**src/rtl/regfile_write_queue.sv**
```systemverilog
// Write-side front end for the MIPS register file: buffers write requests in a FIFO,
// retires one per cycle, and gives decode pending/bypass info. Optional macro: WQ_COALESCE_EN.
module regfile_write_queue #(
  parameter int DEPTH = 4,
  parameter int CW    = 3
) (
  input  logic          Clk,
  input  logic          Reset,
  input  logic          InValid,
  output logic          InReady,
  input  logic [4:0]    InReg,
  input  logic [31:0]   InData,
  input  logic          DrainHold,
  output logic          RegWrite,
  output logic [4:0]    WriteReg,
  output logic [31:0]   WriteData,
  input  logic [4:0]    ReadReg1,
  input  logic [4:0]    ReadReg2,
  output logic          Pending1,
  output logic          Pending2,
  output logic [31:0]   BypassData1,
  output logic [31:0]   BypassData2,
  output logic [CW-1:0] Count,
  output logic          Empty
);

  localparam int AW = (DEPTH > 1) ? $clog2(DEPTH) : 1;

  logic [4:0]       regQ  [DEPTH];
  logic [31:0]      dataQ [DEPTH];
  logic [DEPTH-1:0] validQ, validD;
  logic [AW-1:0]    headQ, headD;
  logic [AW-1:0]    tailQ, tailD;
  logic [CW-1:0]    countQ, countD;
  logic             outValidQ, outValidD;
  logic [4:0]       outRegQ, outRegD;
  logic [31:0]      outDataQ, outDataD;

  logic filtered;
  logic pushFire;
  logic popFire;
  logic alloc;

  // $zero and $gp are never written by the register file, so such requests are swallowed
  assign filtered = (InReg == 5'd0) || (InReg == 5'd28);
  assign popFire  = (countQ != '0) && !DrainHold;
  assign pushFire = InValid && InReady;

`ifdef WQ_COALESCE_EN
  logic          matchAny;
  logic [AW-1:0] matchIdx;
  logic          coalesce;

  always_comb begin
    matchAny = 1'b0;
    matchIdx = '0;
    for (int i = 0; i < DEPTH; i++) begin
      if (validQ[i] && (regQ[i] == InReg)) begin
        matchAny = 1'b1;
        matchIdx = AW'(i);
      end
    end
  end

  // A match on the head that leaves this edge cannot absorb the write; it gets a fresh slot
  assign coalesce = pushFire && !filtered && matchAny && !(popFire && (matchIdx == headQ));
  assign InReady  = (countQ < CW'(DEPTH)) || matchAny;
  assign alloc    = pushFire && !filtered && !coalesce;
`else
  assign InReady  = (countQ < CW'(DEPTH));
  assign alloc    = pushFire && !filtered;
`endif

  always_comb begin
    headD  = headQ;
    tailD  = tailQ;
    countD = countQ;
    validD = validQ;
    if (popFire) begin
      validD[headQ] = 1'b0;
      headD         = headQ + 1'b1;
    end
    if (alloc) begin
      validD[tailQ] = 1'b1;
      tailD         = tailQ + 1'b1;
    end
    case ({alloc, popFire})
      2'b10:   countD = countQ + 1'b1;
      2'b01:   countD = countQ - 1'b1;
      default: countD = countQ;
    endcase
  end

  always_comb begin
    outValidD = popFire;
    outRegD   = outRegQ;
    outDataD  = outDataQ;
    if (popFire) begin
      outRegD  = regQ[headQ];
      outDataD = dataQ[headQ];
    end
  end

  always_ff @(posedge Clk or posedge Reset) begin
    if (Reset) begin
      headQ     <= '0;
      tailQ     <= '0;
      countQ    <= '0;
      validQ    <= '0;
      outValidQ <= 1'b0;
      outRegQ   <= '0;
      outDataQ  <= '0;
    end else begin
      headQ     <= headD;
      tailQ     <= tailD;
      countQ    <= countD;
      validQ    <= validD;
      outValidQ <= outValidD;
      outRegQ   <= outRegD;
      outDataQ  <= outDataD;
    end
  end

  always_ff @(posedge Clk or posedge Reset) begin
    if (Reset) begin
      for (int i = 0; i < DEPTH; i++) begin
        regQ[i]  <= '0;
        dataQ[i] <= '0;
      end
    end else begin
      if (alloc) begin
        regQ[tailQ]  <= InReg;
        dataQ[tailQ] <= InData;
      end
`ifdef WQ_COALESCE_EN
      if (coalesce) begin
        dataQ[matchIdx] <= InData;
      end
`endif
    end
  end

  // Walk oldest to youngest so the last hit wins; the output stage is older than any entry
  always_comb begin
    logic [AW-1:0] slot;
    slot        = '0;
    Pending1    = 1'b0;
    Pending2    = 1'b0;
    BypassData1 = '0;
    BypassData2 = '0;
    if (outValidQ && (outRegQ == ReadReg1)) begin
      Pending1    = 1'b1;
      BypassData1 = outDataQ;
    end
    if (outValidQ && (outRegQ == ReadReg2)) begin
      Pending2    = 1'b1;
      BypassData2 = outDataQ;
    end
    for (int k = 0; k < DEPTH; k++) begin
      slot = headQ + AW'(k);
      if (validQ[slot] && (regQ[slot] == ReadReg1)) begin
        Pending1    = 1'b1;
        BypassData1 = dataQ[slot];
      end
      if (validQ[slot] && (regQ[slot] == ReadReg2)) begin
        Pending2    = 1'b1;
        BypassData2 = dataQ[slot];
      end
    end
    if (ReadReg1 == 5'd0) begin
      Pending1    = 1'b0;
      BypassData1 = '0;
    end
    if (ReadReg2 == 5'd0) begin
      Pending2    = 1'b0;
      BypassData2 = '0;
    end
  end

  assign RegWrite  = outValidQ;
  assign WriteReg  = outRegQ;
  assign WriteData = outDataQ;
  assign Count     = countQ;
  assign Empty     = (countQ == '0) && !outValidQ;

endmodule

```
**config.mk**
```make
export PLATFORM = sky130hd
export DESIGN_NAME = regfile_write_queue
export DESIGN_NICKNAME = d
export VERILOG_FILES = /design/src/rtl/regfile_write_queue.sv
export SDC_FILE = /design/constraint.sdc
export NUM_CORES = 1
export LEC_CHECK = 0
export CORE_MARGIN = 1
export CORE_UTILIZATION = 53
export CTS_CLUSTER_SIZE = 12
export DETAILED_ROUTE_END_ITERATION = 8
export GPL_TIMING_DRIVEN = 0
export PLACE_DENSITY = 0.78
export SYNTH_ARGS = -nofsm -noshare
export SYNTH_HDL_FRONTEND = slang
export SYNTH_SLANG_ARGS = --single-unit
```
**constraint.sdc**
```tcl
create_clock -name Clk -period 6.4 [get_ports Clk]
set_input_delay 1.28 -clock Clk [delete_from_list [all_inputs] [get_ports Clk]]
set_output_delay 1.28 -clock Clk [all_outputs]
set_load 0.01 [all_outputs]
```
==> flow_summary.json, run 1 <==
{
  "criticalPathCategory": "reg2out",
  "grt_pass1_vias": 13000,
  "ys_top_cells_by_area": "dfrtp_1, mux4_2, mux2_2",
  "rsz0062_at_grt": "true",
  "syn_to_final_growth_pct": 19.8,
  "io_buffers": 149,
  "fin_crit_sh_pct": 98.6,
  "hold_viol_final": 0,
  "finalSetupViolations": 0,
  "ys_warn_count": 0,
  "cts_tree": "built",
  "arrival_ps": 5030,
  "clkSlewWorstSetupHoldPaths_ps": 80,
  "grt_max_degree": 43,
  "ys_types": 49,
  "final-instance-count-excl-fill": 1766,
  "gp_congestion": 0.962,
  "crit_path_end_kind": "primary output",
  "grt_use_total_pct": 35.2,
  "powerDensity_nw_per_um2": 600,
  "htree_levels": 4,
  "totalWireLength_microns": 49200,
  "final_net_count": 1437,
  "ys_top_cells_by_count": "dfrtp_1, mux2_2, mux4_2",
  "netlist_area_sq_um": 15000,
  "relSlewSlack_pct": 30.3,
  "placedCellCount": 1738,
  "wl_per_cell_microns": 27.9,
  "required_ps": 5120,
  "hold_slack_ps": 526,
  "holdBufCountCts": 0,
  "drt-vias-per-instance": 7.31,
  "yosysMostFrequentCell": "dfrtp_1",
  "p_leak_nw": 7.22,
  "r2r_slack_ps": 3280,
  "endpoint": "BypassData2[0]",
  "die_height_microns": 170,
  "dp_hpwl_microns": 33400,
  "numCtsBuffers": 17,
  "ys_seq_area_share_pct": 32.9,
  "start_kind": "flop",
  "synth_ff_type": "dfrtp_1",
  "root_buffer": "clkbuf_16",
  "ff2ff_path_depth": 12,
  "rows": 61,
  "rr_endpoint": "headQ[1]$_DFFE_PP0N_",
  "reg2reg_from": "headQ[0]$_DFFE_PP0N_",
  "clk_latency_ps": 450,
  "grt.overflow.total": 0,
  "fin_crit_ps": 6310,
  "core_area_sq_um": 27800,
  "cap_violations": 0,
  "peakVddDrop_uv": 270,
  "slew_viol_final": 0,
  "vias": 12900,
  "drt-initial-drc-count": 1805,
  "syn_avg_cell_area_sq_um": 12.4,
  "die_x_microns": 170,
  "grt_pass1_wl_microns": 76100,
  "ys_ff_latch": 197,
  "syn_nets": 1268,
  "ios": 160,
  "layout-drive-gt1-share_pct": 38.6,
  "diodes": 0,
  "synthDominantCellAreaShare_pct": 32.9,
  "hp-class": "reg2reg",
  "synth_edf_count": 0,
  "status": "finished clean",
  "synthCells": 1207,
  "worst_slew_pin_slew_ps": 1040,
  "yosysTopAreaCell": "dfrtp_1",
  "drtPass1Iterations": 8,
  "startpoint": "headQ[0]$_DFFE_PP0N_",
  "die_area_sq_um": 29000,
  "clkSinkCount": 197,
  "cp_max_fo": 19,
  "cts_buffer_depth": 2,
  "async_flop_share_pct": 100,
  "grt_antenna_before_repair": 0,
  "drc": 0,
  "fin_skew_ps": 10.6,
  "drtAntennaViolNets": 0,
  "fmax_mhz": 159,
  "start_util_pct": 54.0
}
[worst max-delay path, stage by stage (launching register included)]
cell and delay, ps:
dfrtp_1 410, buf_6 200, buf_12 160, buf_6 160, buf_6 200, buf_8 210
inv_1 140, ha_4 340, buf_6 180, mux4_2 550, xnor2_1 150, nand4_1 220
or2_1 290, clkbuf_8 250, nor2_1 70, o31ai_2 400, clkdlybuf4s50_1 630
[routing by layer]
metal  wire (microns)  vias up  global-route usage [%]
li1                 -     5146                       -
met1            18000     6465                    46.1
met2            22400     1104                    52.7
met3             6550      196                    11.1
met4             2240        0                    18.1
met5                0        -                       0
[flip-flops by register name (all words and copies together), names as in the netlist]
register	cells
regQ	20
headQ	2
WriteReg	5
dataQ	128
validQ	4
Count	3
RegWrite	1
WriteData	32
tailQ	2
[logic make-up after synthesis]
logic type,Yosys count,synth area share [%]
mux,338,36.8
buf+inv,150,5.01
compound gates,232,13.3
xor+xnor,55,3.21
flops,197,32.9
simple gates,225,7.97
fa+ha+maj,10,0.884
[what timing repair did]
item / CTS / global route
resized for setup: 52 / 53
buffers inserted: 1 / 0
pin swaps: 1 / 2
setup endpoints to repair: 66 / 66
[worst min-delay path by stage]
stage,start,to,slack (ps),cells after the start
after floorplan,validQ[2]$_DFF_PP0_,validQ[2]$_DFF_PP0_,480,2
after detailed placement,Count[0]$_DFFE_PP0P_,Count[0]$_DFFE_PP0P_,520,1
final,Count[0]$_DFFE_PP0P_,Count[0]$_DFFE_PP0P_,530,1
after global routing,Count[0]$_DFFE_PP0P_,Count[0]$_DFFE_PP0P_,540,1
after global placement,validQ[3]$_DFF_PP0_,validQ[3]$_DFF_PP0_,520,2
after CTS,Count[0]$_DFFE_PP0P_,Count[0]$_DFFE_PP0P_,530,1
[placed cells by master (no fill, tap or decap), types with 20 or more instances in the layout]
cell             count
a21oi_1             33
a221oi_2            29
a31oi_1             29
a32oi_1             29
and3_1              32
buf_2               37
clkbuf_1            43
clkdlybuf4s50_1    129
dfrtp_1            197
dlymetal6s2s_1      20
mux2_2             185
mux4_2             151
nand2_1             57
nand3_1             34
nand3b_1            31
nor2_1              38
o21ai_1             26
o311ai_1            30
o31ai_2             27
xnor2_1             30
xor2_1              25
[where the power goes]
group	switching [W]	total [W]	internal (W)	leakage, nW
clock	0.000530	0.00113	0.000604	0.290
combinational	0.00338	0.00694	0.00356	4.55
sequential	0.000818	0.00270	0.00188	2.38
[stage by stage]
step	setup slack (ps)	utilization (%)	area, sq um	power (W)	TNS [ps]
2_1_floorplan	1210	-	15000	0.00720	0
3_5_place_dp	-727	61.4	17100	0.00932	-38500
5_1_grt	-86.0	64.7	18000	0.0112	-241
6_report	91.2	64.7	18000	0.0108	0
4_1_cts	8.09	64.1	17800	0.0105	0
3_3_place_gp	-673	61.1	17000	0.00913	-34940
[cell type report]
class	count	area (sq um)
buffer	135	818
clock buffer	19	453
clock inverter	12	146
fill	2105	9820
inverter	11	45.0
multi-input combinational	860	9470
sequential	197	4930
tap	378	473
timing repair buffer	154	1630
No activity file was read; power rests on OpenSTA's default activity.
==> inputs of run 2 (changes only) <==
--- a/config.mk
+++ b/config.mk
@@ -9,7 +9,7 @@
 export CORE_UTILIZATION = 53
 export CTS_CLUSTER_SIZE = 12
 export DETAILED_ROUTE_END_ITERATION = 8
-export GPL_TIMING_DRIVEN = 0
+export GPL_TIMING_DRIVEN = 1
 export PLACE_DENSITY = 0.78
 export SYNTH_ARGS = -nofsm -noshare
 export SYNTH_HDL_FRONTEND = slang
==> run 2 against run 1 <==
  * Critical path depth shrank 7
  * Largest cell class unchanged
  * Via count fell by 7.0%
  * Sequential share of layout area is 0.91 points higher
  * Die area unchanged
  * Hold slack improved by 8.7 ps
  * Global-route usage shrank 3.7 points
  * Wire length is 9.7% lower
  * Clock skew is 6.9 ps higher
  * Combinational power down 6.6%
  * Highest routed layer unchanged
  * Register-to-register slack improved by 360 ps
  * Cell area fell by 3.1%
  * Core utilization down 2.0 points
==> flow_summary.json, run 2 (synthesis gave the netlist of run 1 again) <==
{
  "final_cell_mix": "dfrtp_1, mux2_2, clkdlybuf4s50_1, mux4_2, nand2_1",
  "vias": 12000,
  "io_buffers": 159,
  "hold_path_depth": 1,
  "final-instance-count-excl-fill": 1678,
  "numCtsBuffers": 17,
  "place_worst_setup_slack_ps": 722,
  "hp-class": "reg2reg",
  "cts_setup_buffers": 0,
  "grt_pass1_wl_microns": 68700,
  "cts_tree": "built",
  "grt_max_degree": 112,
  "drtPass1Iterations": 5,
  "die_height_microns": 170,
  "ios": 160,
  "cts_resized": 0,
  "die_x_microns": 170,
  "fin_ws_ps": 487,
  "p_clk_share_pct": 11.0,
  "fin_crit_ps": 5910,
  "fin_crit_sh_pct": 92.4,
  "peakVddDrop_uv": 339,
  "criticalPathCategory": "reg2out",
  "p_int_w": 0.00593,
  "r2r_slack_ps": 3640,
  "grt_use_total_pct": 31.5,
  "powerDensity_nw_per_um2": 592,
  "p_seq_share_pct": 26.1,
  "fmax_mhz": 169,
  "p_leak_nw": 6.58,
  "drt-initial-drc-count": 1523,
  "ff2ff_path_depth": 4,
  "mostFrequentLayoutCell": "dfrtp_1",
  "largest_reg_flops": 128,
  "crit_path_end_kind": "primary output",
  "core_area_sq_um": 27800,
  "min_to": "Count[0]$_DFFE_PP0P_",
  "dp_hpwl_microns": 28600,
  "slew_viol_final": 0,
  "drc": 0,
  "htree_levels": 4,
  "grt_pass1_vias": 11900,
  "cts_buffer_depth": 2,
  "holdBufCountCts": 0,
  "switching_share_pct": 42.5,
  "cp_max_fo": 35,
  "root_buffer": "clkbuf_16",
  "combPwrFrac_pct": 62.9,
  "rr_endpoint": "WriteData[20]$_DFFE_PP0N_",
  "syn_to_final_growth_pct": 16.1,
  "drt-vias-per-instance": 7.16,
  "hold_viol_final": 0,
  "hold_start": "Count[0]$_DFFE_PP0P_",
  "drtAntennaViolNets": 0,
  "placedCellCount": 1646,
  "final.setup.tns_ps": 0,
  "top_register": "dataQ",
  "grt_antenna_before_repair": 0,
  "grt.overflow.total": 0,
  "clkSlewWorstSetupHoldPaths_ps": 70,
  "rsz0062_at_grt": "false",
  "reg2reg_from": "headQ[1]$_DFFE_PP0N_",
  "die_area_sq_um": 29000,
  "totalWireLength_microns": 44400,
  "clkSinkCount": 197,
  "switching_power_w": 0.00438,
  "required_ps": 5120,
  "wl_per_cell_microns": 26.5,
  "relSlewSlack_pct": 29.0,
  "fin_skew_ps": 17.4,
  "start_util_pct": 54.0,
  "cap_violations": 0,
  "arrival_ps": 4630,
  "status": "finished clean",
  "final_net_count": 1348,
  "gp_congestion": 0.939,
  "rows": 61,
  "layout-drive-gt1-share_pct": 37.6,
  "start_kind": "flop",
  "clk_latency_ps": 450,
  "diodes": 0,
  "finalSetupViolations": 0,
  "worst_slew_pin_slew_ps": 1070
}
## run 2: changes by cell type in the layout (fill, tap and decap cells not counted), moves of 5 or more
cell,change
clkdlybuf4s50_1,+30
o31ai_4,-5
buf_6,-9
buf_2,-37
buf_4,+27
clkbuf_4,-8
buf_12,-5
clkbuf_2,-9
buf_1,-11
clkbuf_1,-43
dlymetal6s2s_1,-20
## run 2: area by class of cell
type                       instances  area, sq um
fill                            2169        10400
multi-input combinational        860         9400
sequential                       197         4940
timing repair buffer             200         1950
tap                              378          473
clock buffer                      20          467
clock inverter                    12          140
inverter                          11         45.0
## run 2: worst max-delay path by stage
stage | startpoint | to | slack [ps] | cells past startpoint
floorplan | headQ[0]$_DFFE_PP0N_ | BypassData2[0] | 1210 | 17
global placement | ReadReg2[4] | BypassData2[30] | 800 | 7
detailed placement | ReadReg1[3] | BypassData1[21] | 720 | 8
CTS | headQ[0]$_DFFE_PP0N_ | BypassData2[0] | 450 | 8
global route | headQ[0]$_DFFE_PP0N_ | BypassData2[0] | 290 | 8
finish | headQ[1]$_DFFE_PP0N_ | BypassData1[17] | 490 | 9
## run 2: worst max-delay path: stages, from the launching register on
cell             delay, ps
dfrtp_4                410
buf_4                  500
mux4_2                 650
xor2_1                 170
nor4_1                 470
nand2_1                460
buf_4                  380
o311ai_1               540
a31oi_1                 90
clkdlybuf4s50_1        510
## run 2: routing by layer
layer / vias up / track usage [%] / wire length [microns]
met5: - / 0 / 0
met4: 0 / 14.7 / 1700
met3: 138 / 6.86 / 4700
met2: 754 / 49.1 / 21000
met1: 6136 / 42.1 / 17000
li1: 4984 / - / -
## run 2: per-stage QoR
step | hold slack [ps] | utilization, % | power, W | cell area (sq um)
floorplan | 484 | - | 0.00720 | 15000
global placement | 512 | 60.5 | 0.00891 | 16800
detailed placement | 532 | 60.5 | 0.00910 | 16800
CTS | 546 | 62.7 | 0.0102 | 17400
global route | 563 | 62.7 | 0.0108 | 17400
finish | 534 | 62.7 | 0.0103 | 17400
## run 2: power groups by stage
stage | clock network (W) | logic, W | registers (W)
floorplan | 0 | 0.00475 | 0.00246
global placement | 0 | 0.00630 | 0.00261
detailed placement | 0 | 0.00642 | 0.00268
CTS | 0.00114 | 0.00644 | 0.00266
global route | 0.00119 | 0.00685 | 0.00279
finish | 0.00114 | 0.00648 | 0.00269
==> inputs of run 3 (changes only) <==
--- a/config.mk
+++ b/config.mk
@@ -6,11 +6,11 @@
 export NUM_CORES = 1
 export LEC_CHECK = 0
 export CORE_MARGIN = 1
-export CORE_UTILIZATION = 53
+export CORE_UTILIZATION = 45
 export CTS_CLUSTER_SIZE = 12
 export DETAILED_ROUTE_END_ITERATION = 8
 export GPL_TIMING_DRIVEN = 1
-export PLACE_DENSITY = 0.78
+export PLACE_DENSITY = 0.68
 export SYNTH_ARGS = -nofsm -noshare
 export SYNTH_HDL_FRONTEND = slang
 export SYNTH_SLANG_ARGS = --single-unit
==> run 3 against run 2 <==
  * Clock skew shrank 5.0 ps
  * Cell area grew 0.63%
  * Hold slack gained 2.6 ps
  * Power grew 0.31%
  * Largest cell class unchanged
  * Non-clock buffer count grew 2
  * Die area grew 18%
  * Critical path type unchanged
  * Sequential power is essentially flat
==> flow_summary.json, run 3 (synthesis gave the netlist of run 1 again) <==
{
  "clkSlewWorstSetupHoldPaths_ps": 80,
  "dpl_cell_area_sq_um": 16900,
  "dp_hpwl_microns": 29000,
  "die_area_sq_um": 34100,
  "hold_slack_ps": 537,
  "totalWireLength_microns": 46200,
  "largest_reg_flops": 128,
  "finalSetupViolations": 0,
  "numCtsBuffers": 17,
  "final_cell_mix": "dfrtp_1, mux2_2, clkdlybuf4s50_1, mux4_2, nand2_1",
  "gp_congestion": 0.889,
  "drt-initial-drc-count": 1204,
  "start_util_pct": 45.9,
  "final_net_count": 1350,
  "design_area_sq_um": 17500,
  "required_ps": 5120,
  "top_register": "dataQ",
  "ios": 160,
  "grt_use_total_pct": 28.2,
  "peakVddDrop_uv": 411,
  "min_to": "Count[0]$_DFFE_PP0P_",
  "hold_start": "Count[0]$_DFFE_PP0P_",
  "cp_max_fo": 26,
  "grt_pass1_vias": 12000,
  "wl_per_cell_microns": 26.5,
  "core_area_sq_um": 32700,
  "die_x_microns": 185,
  "drtAntennaViolNets": 0,
  "htree_levels": 4,
  "cts_resized": 0,
  "grt_max_degree": 149,
  "r2r_slack_ps": 3250,
  "powerDensity_nw_per_um2": 590,
  "drtPass1Iterations": 5,
  "cts_setup_buffers": 0,
  "io_buffers": 159,
  "grt.overflow.total": 0,
  "grt_pass1_wl_microns": 71400,
  "fin_crit_ps": 5930,
  "rr_endpoint": "WriteData[30]$_DFFE_PP0N_",
  "holdBufCountCts": 0,
  "fmax_mhz": 169,
  "p_leak_nw": 6.59,
  "drt-vias-per-instance": 6.84,
  "slew_viol_final": 0,
  "fillerInstances": 2843,
  "cap_violations": 0,
  "rsz0062_at_grt": "false",
  "syn_to_final_growth_pct": 16.8,
  "rows": 66,
  "fin_skew_ps": 12.4,
  "arrival_ps": 4650,
  "drc": 0,
  "final.setup.tns_ps": 0,
  "reg2reg_from": "headQ[0]$_DFFE_PP0N_",
  "relSlewSlack_pct": 27.9,
  "vias": 11900,
  "status": "finished clean",
  "total_power_w": 0.0103,
  "cts_tree": "built",
  "hp-class": "reg2reg",
  "hold_path_depth": 1,
  "mostFrequentLayoutCell": "dfrtp_1",
  "die_height_microns": 185,
  "clk_latency_ps": 460,
  "grt_antenna_before_repair": 1,
  "worst_slew_pin_slew_ps": 1080,
  "hold_viol_final": 0,
  "ff2ff_path_depth": 4,
  "fin_crit_sh_pct": 92.6,
  "criticalPathCategory": "reg2out",
  "start_kind": "flop",
  "layout-drive-gt1-share_pct": 37.7,
  "crit_path_end_kind": "primary output",
  "clkSinkCount": 197,
  "root_buffer": "clkbuf_16",
  "cts_buffer_depth": 2
}
[run 3: cell types whose count changed in the layout (fill, tap and decap cells not counted), sizes merged]
cell and delta:
clkinvlp +1, clkinv +1, buf +2, diode +1, inv +1, clkbuf -3
[run 3: how the worst max path moves through the flow]
stage	startpoint	to	slack, ps	cells after the start
2_1_floorplan	headQ[0]$_DFFE_PP0N_	BypassData2[0]	1210	17
3_3_place_gp	ReadReg2[3]	BypassData2[2]	770	9
3_5_place_dp	ReadReg2[0]	BypassData2[7]	720	9
4_1_cts	headQ[1]$_DFFE_PP0N_	BypassData1[0]	480	11
5_1_grt	headQ[1]$_DFFE_PP0N_	BypassData1[0]	310	11
6_report	headQ[1]$_DFFE_PP0N_	BypassData1[8]	470	11
[run 3: metrics by stage]
| stage | cells | utilization (%) | worst slack, ps |
|---|---|---|---|
| detailed placement | 1712 | 51.8 | 718 |
| CTS | 1744 | 53.6 | 481 |
| finish | 1745 | 53.6 | 471 |
| global route | 1744 | 53.6 | 308 |
| floorplan | 1207 | - | 1210 |
| global placement | 1712 | 51.8 | 767 |
[run 3: layout make-up]
cell class | instances | area (sq um) | area share (%)
Antenna cell | 1 | 2.50 | 0.0143
Clock buffer | 17 | 425 | 2.43
Clock inverter | 15 | 169 | 0.964
Inverter | 11 | 45.0 | 0.257
Multi-Input combinational cell | 860 | 9400 | 53.7
Sequential cell | 197 | 4940 | 28.2
Tap cell | 442 | 553 | 3.16
Timing Repair Buffer | 202 | 1990 | 11.4
[run 3: critical path: stages (launching register included)]
cell and delay [ps]:
dfrtp_4 540, inv_1 130, ha_4 370, buf_4 400
mux4_2 430, xnor2_1 150, nand4_1 200, or2_1 460
buf_4 410, o21ai_1 120, a31oi_1 350, clkdlybuf4s50_1 610
[run 3: power by group]
group          total (W)  switching (W)  internal, W
Clock            0.00111       0.000529     0.000585
Sequential       0.00268       0.000796      0.00188
Combinational    0.00655        0.00310      0.00345
Total             0.0103        0.00442      0.00592
[run 3: metal layers]
layer | routed length [microns] | up-vias | track usage, %
li1 | - | 4975 | -
met1 | 18300 | 6102 | 37.3
met2 | 21600 | 732 | 43.7
met3 | 4810 | 119 | 6.97
met4 | 1530 | 0 | 12.3
met5 | 0 | - | 1.19
